### config.mk
export PLATFORM = sky130hd
export DESIGN_NAME = sound_playback
export DESIGN_NICKNAME = d
export VERILOG_FILES = /design/src/rtl/sound_playback_pkg.sv /design/src/rtl/sound_playback_pwm8.sv /design/src/rtl/sound_playback.sv
export SDC_FILE = /design/constraint.sdc
export NUM_CORES = 1
export LEC_CHECK = 0
export CORE_UTILIZATION = 50
export DETAILED_ROUTE_END_ITERATION = 8
export PLACE_DENSITY = 0.71
export SYNTH_ARGS = -nofsm -noshare
export SYNTH_HDL_FRONTEND = slang
export SYNTH_SLANG_ARGS = --single-unit
### constraint.sdc
create_clock -name clk -period 5.38 [get_ports clk]
set_clock_uncertainty 0.15 [all_clocks]
set_input_delay 1.076 -clock clk [delete_from_list [all_inputs] [get_ports clk]]
set_output_delay 1.076 -clock clk [all_outputs]
set_load 0.01 [all_outputs]
### src/rtl/sound_playback_pkg.sv
// sound_playback_pkg
// Shared definitions for the sound playback path: RAM geometry of the
// 512x32 sound frame RAM, the default idle (mid-scale) sample level and the
// fetch FSM state encoding used by the top level.
package sound_playback_pkg;

  // Geometry of the sound frame RAM filled by the UART byte packer.
  localparam int SOUND_AW = 9;
  localparam int SOUND_DW = 32;

  // Mid-scale sample value used whenever nothing real is being played.
  localparam logic [7:0] IDLE_LEVEL_DEFAULT = 8'h80;

  // Fetch FSM states, kept as plain two-bit constants so older blocks that
  // compare raw state codes keep working.
  typedef logic [1:0] fetch_state_t;
  localparam fetch_state_t ST_IDLE = 2'd0;
  localparam fetch_state_t ST_REQ  = 2'd1;
  localparam fetch_state_t ST_WAIT = 2'd2;
  localparam fetch_state_t ST_LOAD = 2'd3;

endpackage

### src/rtl/sound_playback_pwm8.sv
// pwm8
// Eight-bit pulse width modulator: a free-running 8-bit counter compared
// against the requested level, with a registered output.
// Ports:
//   clk      system clock
//   reset    asynchronous, active-high
//   level_i  8-bit duty level (0 = always low, 255 = high 255 of 256 cycles)
//   pwm_o    registered PWM output
module pwm8 (
  input  logic       clk,
  input  logic       reset,
  input  logic [7:0] level_i,
  output logic       pwm_o
);

  logic [7:0] cnt_q;
  logic       pwm_q;

  // The counter wraps naturally at 256, so over any 256 consecutive cycles
  // with a steady level the output is high exactly level_i times.
  always_ff @(posedge clk or posedge reset) begin
    if (reset) begin
      cnt_q <= 8'd0;
      pwm_q <= 1'b0;
    end else begin
      cnt_q <= cnt_q + 8'd1;
      pwm_q <= (cnt_q < level_i);
    end
  end

  assign pwm_o = pwm_q;

endmodule

### src/rtl/sound_playback.sv
// sound_playback
// Reads packed 32-bit words from the sound frame RAM, unpacks them LSB byte
// first into 8-bit samples (one per sample_tick) and drives a PWM output.
// Every rising edge of msec restarts playback at address 0; reads never go
// past the number of words the write side has committed this frame.
// Ports:
//   clk, reset    system clock, asynchronous active-high reset
//   msec          frame strobe level, rising edge = frame tick
//   sample_tick   one-cycle pulse at the audio sample rate
//   wr_level      words committed to RAM since the last frame tick (0..512)
//   rd_sound      RAM read address
//   q_sound       RAM read data, valid RD_LAT cycles after rd_sound changes
//   sample        current audio sample
//   sample_valid  one-cycle pulse when sample updates
//   pwm_out       PWM rendering of sample
//   underrun      sticky underrun flag, cleared on frame tick
//   playing       high from the first frame tick until reset
module sound_playback
  import sound_playback_pkg::*;
#(
  parameter int         RD_LAT     = 2,
  parameter logic [7:0] IDLE_LEVEL = IDLE_LEVEL_DEFAULT
) (
  input  logic                clk,
  input  logic                reset,
  input  logic                msec,
  input  logic                sample_tick,
  input  logic [9:0]          wr_level,
  output logic [SOUND_AW-1:0] rd_sound,
  input  logic [SOUND_DW-1:0] q_sound,
  output logic [7:0]          sample,
  output logic                sample_valid,
  output logic                pwm_out,
  output logic                underrun,
  output logic                playing
);

  localparam logic [1:0] WAIT_LAST = (RD_LAT > 1) ? 2'(RD_LAT - 2) : 2'd0;

  logic                msec_q;
  logic                fr;
  fetch_state_t        state_q, state_d;
  logic [1:0]          waitCnt_q, waitCnt_d;
  logic [9:0]          rdPtr_q;
  logic [SOUND_AW-1:0] rdAddr_q;
  logic                issue;
  logic                load;
  logic [SOUND_DW-1:0] nxt_q, cur_q;
  logic                nxtValid_q, curValid_q;
  logic [1:0]          idx_q;
  logic [7:0]          sample_q;
  logic                sampleValid_q;
  logic                underrun_q;
  logic                playing_q;
  logic [7:0]          curByte;

  // Frame tick edge detector. The history register comes out of reset high
  // so a msec level that is already high at reset release is not mistaken
  // for a rising edge.
  always_ff @(posedge clk or posedge reset) begin
    if (reset) begin
      msec_q <= 1'b1;
    end else begin
      msec_q <= msec;
    end
  end

  assign fr = msec & ~msec_q;

  // Fetch FSM next-state logic. A read is only issued when the next-word
  // buffer is free and the write side has committed the word; the top bit
  // of the pointer stops reads once all 512 words have been fetched. A frame
  // tick forces REQ from any state and suppresses a pending LOAD so a read
  // belonging to the previous frame is dropped.
  always_comb begin
    state_d   = state_q;
    waitCnt_d = waitCnt_q;
    issue     = 1'b0;
    load      = 1'b0;
    case (state_q)
      ST_IDLE: begin
        state_d = ST_IDLE;
      end
      ST_REQ: begin
        if (!nxtValid_q && !rdPtr_q[9] && (rdPtr_q < wr_level)) begin
          issue     = 1'b1;
          waitCnt_d = 2'd0;
          state_d   = (RD_LAT == 1) ? ST_LOAD : ST_WAIT;
        end
      end
      ST_WAIT: begin
        if (waitCnt_q == WAIT_LAST) begin
          state_d = ST_LOAD;
        end else begin
          waitCnt_d = waitCnt_q + 2'd1;
        end
      end
      default: begin
        load    = 1'b1;
        state_d = ST_REQ;
      end
    endcase
    if (fr) begin
      state_d = ST_REQ;
      issue   = 1'b0;
      load    = 1'b0;
    end
  end

  // Fetch FSM state, read pointer and the registered RAM address. The
  // address register only moves on an issued read, so it holds steady
  // through WAIT and LOAD as the RAM expects.
  always_ff @(posedge clk or posedge reset) begin
    if (reset) begin
      state_q   <= ST_IDLE;
      waitCnt_q <= 2'd0;
      rdPtr_q   <= 10'd0;
      rdAddr_q  <= '0;
    end else begin
      state_q   <= state_d;
      waitCnt_q <= waitCnt_d;
      if (fr) begin
        rdPtr_q <= 10'd0;
      end else if (load) begin
        rdPtr_q <= rdPtr_q + 10'd1;
      end
      if (issue) begin
        rdAddr_q <= rdPtr_q[SOUND_AW-1:0];
      end
    end
  end

  assign curByte = cur_q[{idx_q, 3'b000} +: 8];

  // Play side: current word being unpacked plus a one-word prefetch buffer.
  // A tick with a valid current word emits the indexed byte; after the last
  // byte the prefetched word (if any) takes over in the same cycle. A tick
  // with nothing to play emits the idle level and raises the sticky
  // underrun flag. An empty current slot refills from the prefetch buffer
  // without waiting for a tick. LOAD only happens while the buffer is empty,
  // so filling and draining the buffer never collide. A frame tick flushes
  // everything except the last sample value and swallows a coincident tick.
  always_ff @(posedge clk or posedge reset) begin
    if (reset) begin
      nxt_q         <= '0;
      nxtValid_q    <= 1'b0;
      cur_q         <= '0;
      curValid_q    <= 1'b0;
      idx_q         <= 2'd0;
      sample_q      <= IDLE_LEVEL;
      sampleValid_q <= 1'b0;
      underrun_q    <= 1'b0;
      playing_q     <= 1'b0;
    end else begin
      sampleValid_q <= 1'b0;
      if (fr) begin
        playing_q  <= 1'b1;
        curValid_q <= 1'b0;
        nxtValid_q <= 1'b0;
        idx_q      <= 2'd0;
        underrun_q <= 1'b0;
      end else begin
        if (load) begin
          nxt_q      <= q_sound;
          nxtValid_q <= 1'b1;
        end
        if (sample_tick && playing_q && curValid_q) begin
          sample_q      <= curByte;
          sampleValid_q <= 1'b1;
          if (idx_q == 2'd3) begin
            idx_q <= 2'd0;
            if (nxtValid_q) begin
              cur_q      <= nxt_q;
              nxtValid_q <= 1'b0;
            end else begin
              curValid_q <= 1'b0;
            end
          end else begin
            idx_q <= idx_q + 2'd1;
          end
        end else begin
          if (sample_tick && playing_q) begin
            sample_q      <= IDLE_LEVEL;
            sampleValid_q <= 1'b1;
            underrun_q    <= 1'b1;
          end
          if (!curValid_q && nxtValid_q) begin
            cur_q      <= nxt_q;
            curValid_q <= 1'b1;
            nxtValid_q <= 1'b0;
            idx_q      <= 2'd0;
          end
        end
      end
    end
  end

  pwm8 uPwm (
    .clk     (clk),
    .reset   (reset),
    .level_i (sample_q),
    .pwm_o   (pwm_out)
  );

  assign rd_sound     = rdAddr_q;
  assign sample       = sample_q;
  assign sample_valid = sampleValid_q;
  assign underrun     = underrun_q;
  assign playing      = playing_q;

endmodule

Yosys cells after proc, flatten, opt, wreduce, memory -nomap -nowiden:

Index checks and enable logic that the tools add are counted.

* add/subtract/negate cells: 4
* magnitude comparators: 2
* equal/unequal tests: 12
* shift-type cells: 1
* multiplexer cells: 41
* bitwise operators: 3
* reductions and logical operators: 24

Operators with widths (count)
* $mux 32: 4
* $shiftx 32x6->8: 1
* $mux 1: 22
* $mux 10: 2
* $mux 2: 9
* $mux 8: 2
* $add 10x1->10 const B: 1
* $lt 10x10->1: 1
* $reduce_bool 2->1: 5
* $ne 3x3->1 const B: 3
* $add 8x1->8 const B: 1
* $lt 8x8->1: 1
* $ne 2x2->1 const B: 4
* $reduce_and 2->1: 4
* $pmux 2 s3: 1
* $reduce_and 3->1: 2
* $logic_and 1x1->1: 5
* $add 2x1->2 const B: 2
* $eq 2x2->1 const B: 2
* $logic_not 2->1: 2
* $pmux 2 s2: 1
* $reduce_and 4->1: 1
* $logic_not 1->1: 3
* $ne 3x2->1 const B: 1
* other kinds (6): 7

* flip-flop bits (word level): 112
* input port bits: 46
* output and inout port bits: 21
* logic and storage cells: 103

Depth between registers and ports, before layout:

Gate-level depths: netlist (run 1).

* word-level depth: 9
* gate-level depth with buffers: 8
* gate-level depth less buffers: 8

By module:

A second synthesis (run 1) with hierarchy kept.

* cells, all modules: 396
* area total of the unflattened synthesis: 5068.6 um^2

Modules (own cells, without submodules)
* sound_playback: times used 1, cells an instance 343, area an instance 4545.6 um^2, seq. area each 2580.0 um^2
* pwm8: times used 1, cells an instance 53, area an instance 523.0 um^2, seq. area each 225.2 um^2

Worst setup path before layout (run 1):

Ideal clock, no wire load.

* path type: input to register
* start: in wr_level[3]
* end: reg rdAddr_q[0] (netlist: rd_sound[0])
* library setup time: 0.125 ns
* data arrival time: 2.662 ns
* required time: 5.105 ns
* slack: 2.443 ns
* stages: 7
* path buffers: 0
* path through: inv_1 > ha_1 > a211oi_1 > nor2_1 > a31o_2 > nor3_4 > mux2_2

* word-level cells in the longest chain between the ends: 5

Ends and longest elaborated chain
* start, declared: line sound_playback.sv:28 `input logic [9:0] wr_level,`
* $lt 10x10->1: line sound_playback.sv:85 `if (!nxtValid_q && !rdPtr_q[9] && (rdPtr_q < wr_level)) begin`
* $logic_and 1x1->1: line sound_playback.sv:85
* $mux 1: line sound_playback.sv:85
* $mux 1: line sound_playback.sv:80 `case (state_q)`
* $mux 1: line sound_playback.sv:103 `if (fr) begin`
* end signal, assigned: line sound_playback.sv:128 `rdAddr_q <= rdPtr_q[SOUND_AW-1:0];`
* end, declared: line sound_playback.sv:45 `logic [SOUND_AW-1:0] rdAddr_q;`

No other way between the ends.
A chain may end at the register's enable or synchronous reset.

Worst setup path in the final report (run 1):

Ends and elaborated chain as after synthesis.

==> qor.yml, run 1 <==
drive_above_1_share: 0.2456
min_path_type: "reg2reg"
fillCellCount: 782
reg2reg_from: "rdPtr_q[3]$_DFFE_PP0P_"
antenna_found_initial: 0
critPathRequiredTime_ns: 5.48
grt_use_total: 0.1935
p_total_mw: 2.741
path_buf_inv: 2
die_w_um: 102.3
worstMarginPinSlew_ns: 1.018
setup_violations: 0
rsz0062_at_grt: "no"
cp_top_family: "compound AO/OA/AOI/OAI gates"
area.sequential_sq_mm: 0.002805
place.port_buffers: 66
cp_max_fo: 9
num_rows: 36
wirelength_um: 8837
viasPerCell: 5.301
areaGrowthSynthToFinish_pct: 19.66
overflow: 0
final_util: 0.6156
synth-async-reset-ratio: 1.000
drc: 0
slowest_delay_ns: 0.45
multiInputGateArea_sq_mm: 0.002078
reg2regPathDepth: 6
place_congestion: 0.7798
avgSynthCellArea_sq_um: 13.13
nNetsFinal: 520
drt_pass1_iterations: 4
tns_ns: 0
syn_area_sq_mm: 0.005029
post_cts_buffers: 0
path_cells: "clkdlybuf4s50_1 -> inv_1 -> ha_1 -> a211oi_1 -> nor2_1 -> a31o_2 -> nor3_4 -> mux2_2"
core-area_sq_mm: 0.009774
hold_slack_ns: 0.3361
max-cap-violations: 0
fin_crit_ns: 3.186
ir_worst_vdd_v: 0.0002237
cts_hold_buf: 0
synth_seq_cells: 112
dieArea_sq_mm: 0.01046
p_per_area_mw_per_mm2: 455.6
cts_buffers: 9
post-route-period-util: 0.5922
h-tree-depth: 3
cp.depth: 8
slowest_stage: "clkdlybuf4s50_1"
synth-main-ff-cell: "dfrtp_1"
status: "completed"
clk_pin_slew_ns: 0.11
synthCells: 383
start_util: 0.5145
wl_per_cell_um: 15.00
ctsLongestPathBuffers: 2
critical_path_arrival_ns: 3.29
ys_types: 44
report.final.slew_viol_count: 0
endpoint: "rd_sound[0]$_DFFE_PP0P_"
final_cell_mix: "dfrtp_1 (110), mux2_2 (73), clkdlybuf4s50_1 (66), inv_1 (23), ha_1 (23)"
ys_seq_area_frac: 0.5579
cp-end-kind: "flip-flop"
drtAntennaViolNets: 0
synth_nets: 452
power_leakage_nw: 2.690
crit_type: "in2reg"
dr.first_iter.drc_count: 140
die_y_um: 102.3
fmax_mhz: 313.9
clk_latency_ns: 0.36
crit_start: "wr_level[3]"
startpoint_type: "input pin"
ios: 67
antenna_cells: 0
slew_headroom: 0.3213
dp_hpwl_um: 6341
grt_pass1_wl_um: 15440
grt_max_degree: 86
synth-edff-count: 0
route.vias.total: 3122
grt_pass1_vias: 3197
r2r_setup_slack_ns: 2.92
numClockSinks: 112
hold_viol_final: 0
cts_root_buf: "clkbuf_8"
cts_tree: "built"
final_common_cell: "dfrtp_1"
ctsResizeCount: 0
rr_endpoint: "rd_sound[0]$_DFFE_PP0P_"
synth_warnings: 0
==> sequential cells by signal, indices dropped and copies added, names as in the netlist <==
register and count:
cur_q 32, nxt_q 32, rdPtr_q 10, rd_sound 9
sample 8, uPwm.cnt_q 8, idx_q 2, state_q 2
waitCnt_q 2, curValid_q 1, msec_q 1, nxtValid_q 1
playing 1, sample_valid 1, uPwm.pwm_o 1, underrun 1
==> per-stage QoR <==
step	instance area [sq um]	cells	worst slack (ns)
after floorplan	5029	383	1.198
after CTS	6017	589	2.194
after global placement	5833	573	1.837
after detailed placement	5833	573	1.793
final	6017	589	2.194
after global routing	6017	589	2.063
==> area by class of cell <==
class                           count  area share
Clock buffer                        9     0.02059
Clock inverter                      7    0.009981
Inverter                           24     0.01539
Multi-Input combinational cell    234      0.3454
Sequential cell                   112      0.4662
Tap cell                          133     0.02766
Timing Repair Buffer               70      0.1148
==> worst min-delay path by stage <==
stage,start,endpoint,slack [ns],cells after the start
final,uPwm.cnt_q[7]$_DFF_PP0_,uPwm.cnt_q[7]$_DFF_PP0_,0.34,1
after global routing,uPwm.cnt_q[7]$_DFF_PP0_,uPwm.cnt_q[7]$_DFF_PP0_,0.36,1
after CTS,uPwm.cnt_q[7]$_DFF_PP0_,uPwm.cnt_q[7]$_DFF_PP0_,0.34,1
after detailed placement,uPwm.cnt_q[7]$_DFF_PP0_,uPwm.cnt_q[7]$_DFF_PP0_,0.32,1
after global placement,uPwm.cnt_q[7]$_DFF_PP0_,uPwm.cnt_q[7]$_DFF_PP0_,0.32,1
after floorplan,uPwm.cnt_q[7]$_DFF_PP0_,uPwm.cnt_q[7]$_DFF_PP0_,0.30,1
==> power by group <==
part / leakage, nW / switching [mW] / internal (mW)
Combinational: 1.21 / 0.346 / 0.555
Clock: 0.0969 / 0.291 / 0.179
Sequential: 1.39 / 0.217 / 1.15
Total: 2.69 / 0.853 / 1.89
==> worst register-to-register path, stage by stage, from the launching register on <==
cell and delay [ns]:
dfrtp_1 0.47, ha_1 0.32, a211oi_1 0.24, nor2_1 0.09, a31o_2 0.28, nor3_4 0.42, mux2_2 0.39
==> cells by family after synthesis <==
family,share of synthesized area
muxes,0.2053
adders and majority gates,0.05723
AOI/OAI and AO/OA,0.05449
xor gates and xnor gates,0.02264
buffers and inverters,0.02936
and+or+nand+nor,0.07316
DFF,0.5579
==> routing by layer <==
| layer | routed length, um | part of all wire | GRT usage |
|---|---|---|---|
| met5 | 0 | 0 | 0 |
| met1 | 3965 | 0.45 | 0.2578 |
| met3 | 293 | 0.033 | 0.02941 |
| met4 | 88 | 0.010 | 0.06593 |
| met2 | 4490 | 0.51 | 0.3258 |
==> cells in the mapped netlist (2+ instances only) <==
master,instances,area share
or3_1,2,0.0025
nor3_1,3,0.0030
dfrtp_1,110,0.55
nor2_1,21,0.016
nand2_1,14,0.010
dfstp_2,2,0.010
nor2b_1,2,0.0025
and3_1,6,0.0075
xor2_1,7,0.012
inv_1,24,0.018
buf_2,7,0.0070
ha_1,23,0.057
nand2b_1,4,0.0050
mux2_2,73,0.16
mux2i_1,3,0.0060
xnor2_1,6,0.010
a21oi_1,7,0.0070
a211oi_1,2,0.0030
a31o_2,2,0.0035
mux4_2,8,0.036
nand3_1,14,0.014
a32oi_1,2,0.0035
clkbuf_1,5,0.0037
o21ai_0,13,0.013
a21o_1,4,0.0060
Power figures use the tool's default switching activity.
==> run 2: changes to the inputs <==
clock period = 3.2 ns   (was 5.38 ns; I/O delays follow)
==> qor.yml, run 2 (synthesized netlist as in run 1, its figures left out) <==
fin_crit_ns: 2.652
place_congestion: 0.7756  # was 0.7798
max-cap-violations: 0  # unchanged
wl_per_cell_um: 15.38  # was 15.00 um
ir_worst_vdd_v: 0.0003645  # was 0.0002237 V
critPathRequiredTime_ns: 3.31  # was 5.48 ns
dieArea_sq_mm: 0.01046  # unchanged
dr.first_iter.drc_count: 101  # was 140
status: "completed"  # unchanged
grt_use_total: 0.1944  # was 0.1935
min_from: "uPwm.cnt_q[7]$_DFF_PP0_"  # unchanged
final_cell_mix: "dfrtp_1 (110), mux2_2 (73), clkdlybuf4s50_1 (66), inv_1 (23), ha_1 (23)"  # unchanged
grt_pass1_vias: 3161  # was 3197
crit_type: "in2reg"  # unchanged
cp-end-kind: "flip-flop"  # unchanged
hold_viol_final: 0  # unchanged
cts_buffers: 9  # unchanged
hold_end: "uPwm.cnt_q[7]$_DFF_PP0_"  # unchanged
r2r_setup_slack_ns: 0.84  # was 2.92 ns
ctsResizeCount: 0  # unchanged
ios: 67  # unchanged
startpoint_type: "input pin"  # unchanged
min_path_type: "reg2reg"  # unchanged
drc: 0  # unchanged
numClockSinks: 112  # unchanged
antenna_found_initial: 0  # unchanged
tns_ns: 0  # unchanged
setup_violations: 0  # unchanged
fmax_mhz: 377.1
overflow: 0  # unchanged
final_util: 0.6230  # was 0.6156
post-route-period-util: 0.8288
drive_above_1_share: 0.2489  # was 0.2456
rsz0062_at_grt: "no"  # unchanged
die_y_um: 102.3  # unchanged
slew_headroom: 0.4519  # was 0.3213
start_util: 0.5145  # unchanged
final_common_cell: "dfrtp_1"  # unchanged
route.vias.total: 3120  # was 3122
post_cts_buffers: 0  # unchanged
grt_pass1_wl_um: 15090  # was 15440 um
h-tree-depth: 3  # unchanged
antenna_cells: 0  # unchanged
power_leakage_nw: 2.714  # was 2.690 nW
place_area_sq_mm: 0.005874  # was 0.005833 sq mm
final_cell_area_sq_mm: 0.006090  # was 0.006017 sq mm
reg_top3: "cur_q: 32 flops, nxt_q: 32 flops, rdPtr_q: 10 flops"  # unchanged
whs_path_depth: 1  # unchanged
cts_tree: "built"  # unchanged
cp_max_fo: 9  # unchanged
dp_hpwl_um: 6382  # was 6341 um
p_total_mw: 4.733  # was 2.741 mW
cts_hold_buf: 0  # unchanged
report.final.slew_viol_count: 0  # unchanged
reg2reg_from: "rdPtr_q[3]$_DFFE_PP0P_"  # unchanged
wirelength_um: 9090  # was 8837 um
drt_pass1_iterations: 4  # unchanged
place.port_buffers: 66  # unchanged
grt_max_degree: 113  # was 86
drtAntennaViolNets: 0  # unchanged
p_per_area_mw_per_mm2: 777.3  # was 455.6 mW/mm^2
die_w_um: 102.3  # unchanged
reg2regPathDepth: 7  # was 6
rr_endpoint: "rd_sound[3]$_DFFE_PP0P_"  # was rd_sound[0]$_DFFE_PP0P_
worstMarginPinSlew_ns: 0.8191  # was 1.018 ns
clk_latency_ns: 0.37  # was 0.36 ns
ctsLongestPathBuffers: 2  # unchanged
num_rows: 36  # unchanged
core-area_sq_mm: 0.009774  # unchanged
clk_pin_slew_ns: 0.10  # was 0.11 ns
nNetsFinal: 522  # was 520
cts_root_buf: "clkbuf_8"  # unchanged
viasPerCell: 5.279  # was 5.301
critical_path_arrival_ns: 2.76  # was 3.29 ns
areaGrowthSynthToFinish_pct: 21.10  # was 19.66%
fillCellCount: 803  # was 782
[run 2: cell count changes in the layout (fill, tap and decap cells not counted), sizes merged]
cell and delta:
inv -5, clkbuf +2, bufinv +1, buf +2, clkinvlp +2
[run 2: layer usage]
metal,vias up,part of all wire,track usage
met5,-,0,0
met4,0,0.022,0.1044
met3,13,0.028,0.02668
met2,63,0.49,0.3144
met1,1558,0.46,0.2557
li1,1486,-,-
[run 2: layout make-up]
class	count	area [sq um]	share of cell area
clock buffers	11	151.4	0.02486
clock inverters	5	63.81	0.01048
inverters	24	93.84	0.01541
multi-input cells	234	2078	0.3413
flip-flops and latches	112	2805	0.4607
well taps	133	166.4	0.02733
repair buffers	72	730.7	0.1200
[run 2: through the flow]
step / cells / hold WS (ns) / setup WS, ns
after floorplan: 383 / 0.2994 / 0.6991
after global placement: 575 / 0.3237 / 0.2170
after detailed placement: 575 / 0.3259 / 0.1742
after CTS: 591 / 0.3434 / 0.5791
after global routing: 591 / 0.3733 / 0.4068
final: 591 / 0.3470 / 0.5479
[run 2: how the worst max path moves through the flow]
| stage | start | cells after the start | slack [ns] | endpoint |
|---|---|---|---|---|
| floorplan | wr_level[3] | 7 | 0.70 | rd_sound[0]$_DFFE_PP0P_ |
| global placement | wr_level[3] | 9 | 0.22 | rd_sound[0]$_DFFE_PP0P_ |
| detailed placement | wr_level[3] | 9 | 0.17 | rd_sound[3]$_DFFE_PP0P_ |
| CTS | wr_level[3] | 9 | 0.58 | rd_sound[3]$_DFFE_PP0P_ |
| global route | wr_level[7] | 9 | 0.41 | rd_sound[3]$_DFFE_PP0P_ |
| finish | wr_level[7] | 9 | 0.55 | rd_sound[3]$_DFFE_PP0P_ |
[run 2: power breakdown]
group          internal, mW  switching, mW
clock                 0.411          0.474
sequential             1.94          0.320
combinational         0.965          0.622
total                  3.32           1.42
[run 2: critical path: stages]
cell and delay (ns):
clkdlybuf4s50_1 0.45, inv_1 0.04, ha_1 0.31, a211oi_1 0.24, o21ai_1 0.14, a31o_2 0.26, nor3_4 0.21, buf_12 0.15
mux2_2 0.33
==> run 3: changes to the inputs <==
clock period = 2.69 ns   (was 3.2 ns; I/O delays follow)
==> qor.yml, run 3 (synthesized netlist as in run 1, its figures left out) <==
clk_pin_slew_ns: 0.11  # was 0.10 ns
drtAntennaViolNets: 0  # unchanged
cts_hold_buf: 0  # unchanged
cts_buffers: 9  # unchanged
place.port_buffers: 66  # unchanged
place_area_sq_mm: 0.005942  # was 0.005874 sq mm
power.internal_mw: 3.868  # was 3.318 mW
stdcell_count: 595  # was 591
core-area_sq_mm: 0.009774  # unchanged
h-tree-depth: 3  # unchanged
min_path_type: "reg2reg"  # unchanged
dieArea_sq_mm: 0.01046  # unchanged
drc: 0  # unchanged
cts_tree: "built"  # unchanged
min_from: "uPwm.cnt_q[7]$_DFF_PP0_"  # unchanged
reg_top3: "cur_q: 32 flops, nxt_q: 32 flops, rdPtr_q: 10 flops"  # unchanged
grt_pass1_vias: 3185  # was 3161
post_cts_buffers: 0  # unchanged
rsz0062_at_grt: "no"  # unchanged
max-cap-violations: 0  # unchanged
netSwitchingFraction: 0.3114  # was 0.2991
grt_max_degree: 51  # was 113
clk_latency_ns: 0.37  # about the same
antenna_found_initial: 0  # unchanged
crit_type: "in2reg"  # unchanged
start_util: 0.5145  # unchanged
p_per_area_mw_per_mm2: 914.0  # was 777.3 mW/mm^2
reg2regPathDepth: 7  # unchanged
rr_endpoint: "rd_sound[2]$_DFFE_PP0P_"  # was rd_sound[3]$_DFFE_PP0P_
dp_hpwl_um: 6593  # was 6382 um
final_cell_area_sq_mm: 0.006146  # was 0.006090 sq mm
numClockSinks: 112  # unchanged
ctsLongestPathBuffers: 2  # unchanged
cp_max_fo: 9  # unchanged
areaGrowthSynthToFinish_pct: 22.22  # was 21.10%
ir_worst_vdd_v: 0.0005452  # was 0.0003645 V
r2r_setup_slack_ns: 0.32  # was 0.84 ns
viasPerCell: 5.291  # was 5.279
critical_path_arrival_ns: 2.65  # was 2.76 ns
grt_use_total: 0.1933  # was 0.1944
final_cell_mix: "dfrtp_1 (110), mux2_2 (73), clkdlybuf4s50_1 (66), inv_1 (23), ha_1 (23)"  # unchanged
wl_per_cell_um: 15.25  # was 15.38 um
sequentialPowerShare: 0.479  # was 0.478
final_common_cell: "dfrtp_1"  # unchanged
ios: 67  # unchanged
status: "completed"  # unchanged
die_y_um: 102.3  # unchanged
whs_path_depth: 1  # unchanged
antenna_cells: 0  # unchanged
power_leakage_nw: 2.739  # was 2.714 nW
post-route-period-util: 0.9446
reg2reg_from: "rdPtr_q[7]$_DFFE_PP0P_"  # was rdPtr_q[3]$_DFFE_PP0P_
wirelength_um: 9075  # was 9090 um
dp.cells: 579  # was 575
cts_root_buf: "clkbuf_8"  # unchanged
grt_pass1_wl_um: 15280  # was 15090 um
num_rows: 36  # unchanged
overflow: 0  # unchanged
slew_headroom: 0.4688  # was 0.4519
ctsResizeCount: 0  # unchanged
place_congestion: 0.7599  # was 0.7756
hold_viol_final: 0  # unchanged
hold_slack_ns: 0.3408  # was 0.3470 ns
clkPwrFrac: 0.175  # was 0.187
crit_start: "wr_level[7]"  # unchanged
hold_end: "uPwm.cnt_q[7]$_DFF_PP0_"  # unchanged
route.vias.total: 3148  # was 3120
drive_above_1_share: 0.2554  # was 0.2489
power.switching_mw: 1.749  # was 1.416 mW
startpoint_type: "input pin"  # unchanged
report.final.slew_viol_count: 0  # unchanged
power_frac_comb: 0.346  # was 0.335
worstMarginPinSlew_ns: 0.7939  # was 0.8191 ns
die_w_um: 102.3  # unchanged
tns_ns: 0  # unchanged
fmax_mhz: 393.6
critPathRequiredTime_ns: 2.80  # was 3.31 ns
nNetsFinal: 526  # was 522
p_total_mw: 5.617  # was 4.733 mW
drt_pass1_iterations: 4  # unchanged
cp-end-kind: "flip-flop"  # unchanged
setup_violations: 0  # unchanged
fin_crit_ns: 2.541
dr.first_iter.drc_count: 84  # was 101
-- run 3: changes by cell type in the layout (fill, tap and decap cells not counted) --
cell,change
buf_12,+3
clkbuf_8,-2
clkinv_8,+2
inv_8,+2
buf_4,+1
bufinv_16,-1
clkinv_4,-1
-- run 3: critical path: stages --
cell and delay [ns]:
clkdlybuf4s50_1 0.45, inv_1 0.04, ha_1 0.31, a211oi_1 0.24
o21ai_1 0.13, a31o_2 0.26, nor3_4 0.20, buf_12 0.15
mux2_2 0.32
-- run 3: final cells by class --
class,count,area [sq um]
clock buffers,9,123.9
clock inverters,7,80.08
fillers,798,3628
inverters,24,93.84
multi-input cells,234,2078
flip-flops and latches,112,2805
well taps,133,166.4
repair buffers,76,798.3
-- run 3: layer usage --
metal,up-vias,GRT usage,wire length [um]
met2,68,0.3273,4696
met4,0,0.06154,108
met3,11,0.04172,308
met5,-,0,0
li1,1504,-,-
met1,1565,0.2491,3961
-- run 3: metrics by stage --
stage,worst slack [ns],utilization
after floorplan,0.2911,-
after global placement,-0.1863,0.6079
after detailed placement,-0.2558,0.6079
after CTS,0.1452,0.6288
after global routing,0.03549,0.6288
final,0.1492,0.6288
-- run 3: worst max path at each step --
stage	depth (start not counted)	end
final	9	rd_sound[2]$_DFFE_PP0P_
after global routing	9	rd_sound[2]$_DFFE_PP0P_
after CTS	9	rd_sound[1]$_DFFE_PP0P_
after detailed placement	9	rd_sound[1]$_DFFE_PP0P_
after global placement	9	rd_sound[0]$_DFFE_PP0P_
after floorplan	7	rd_sound[0]$_DFFE_PP0P_
-- run 3: power by group through the flow --
stage / Clock, mW / Combinational (mW) / Sequential, mW
final: 0.982 / 1.94 / 2.69
after CTS: 1.02 / 1.98 / 2.70
after floorplan: 0 / 1.40 / 2.61
after global routing: 1.08 / 2.13 / 2.79
after global placement: 0 / 1.88 / 2.70
after detailed placement: 0 / 1.96 / 2.74
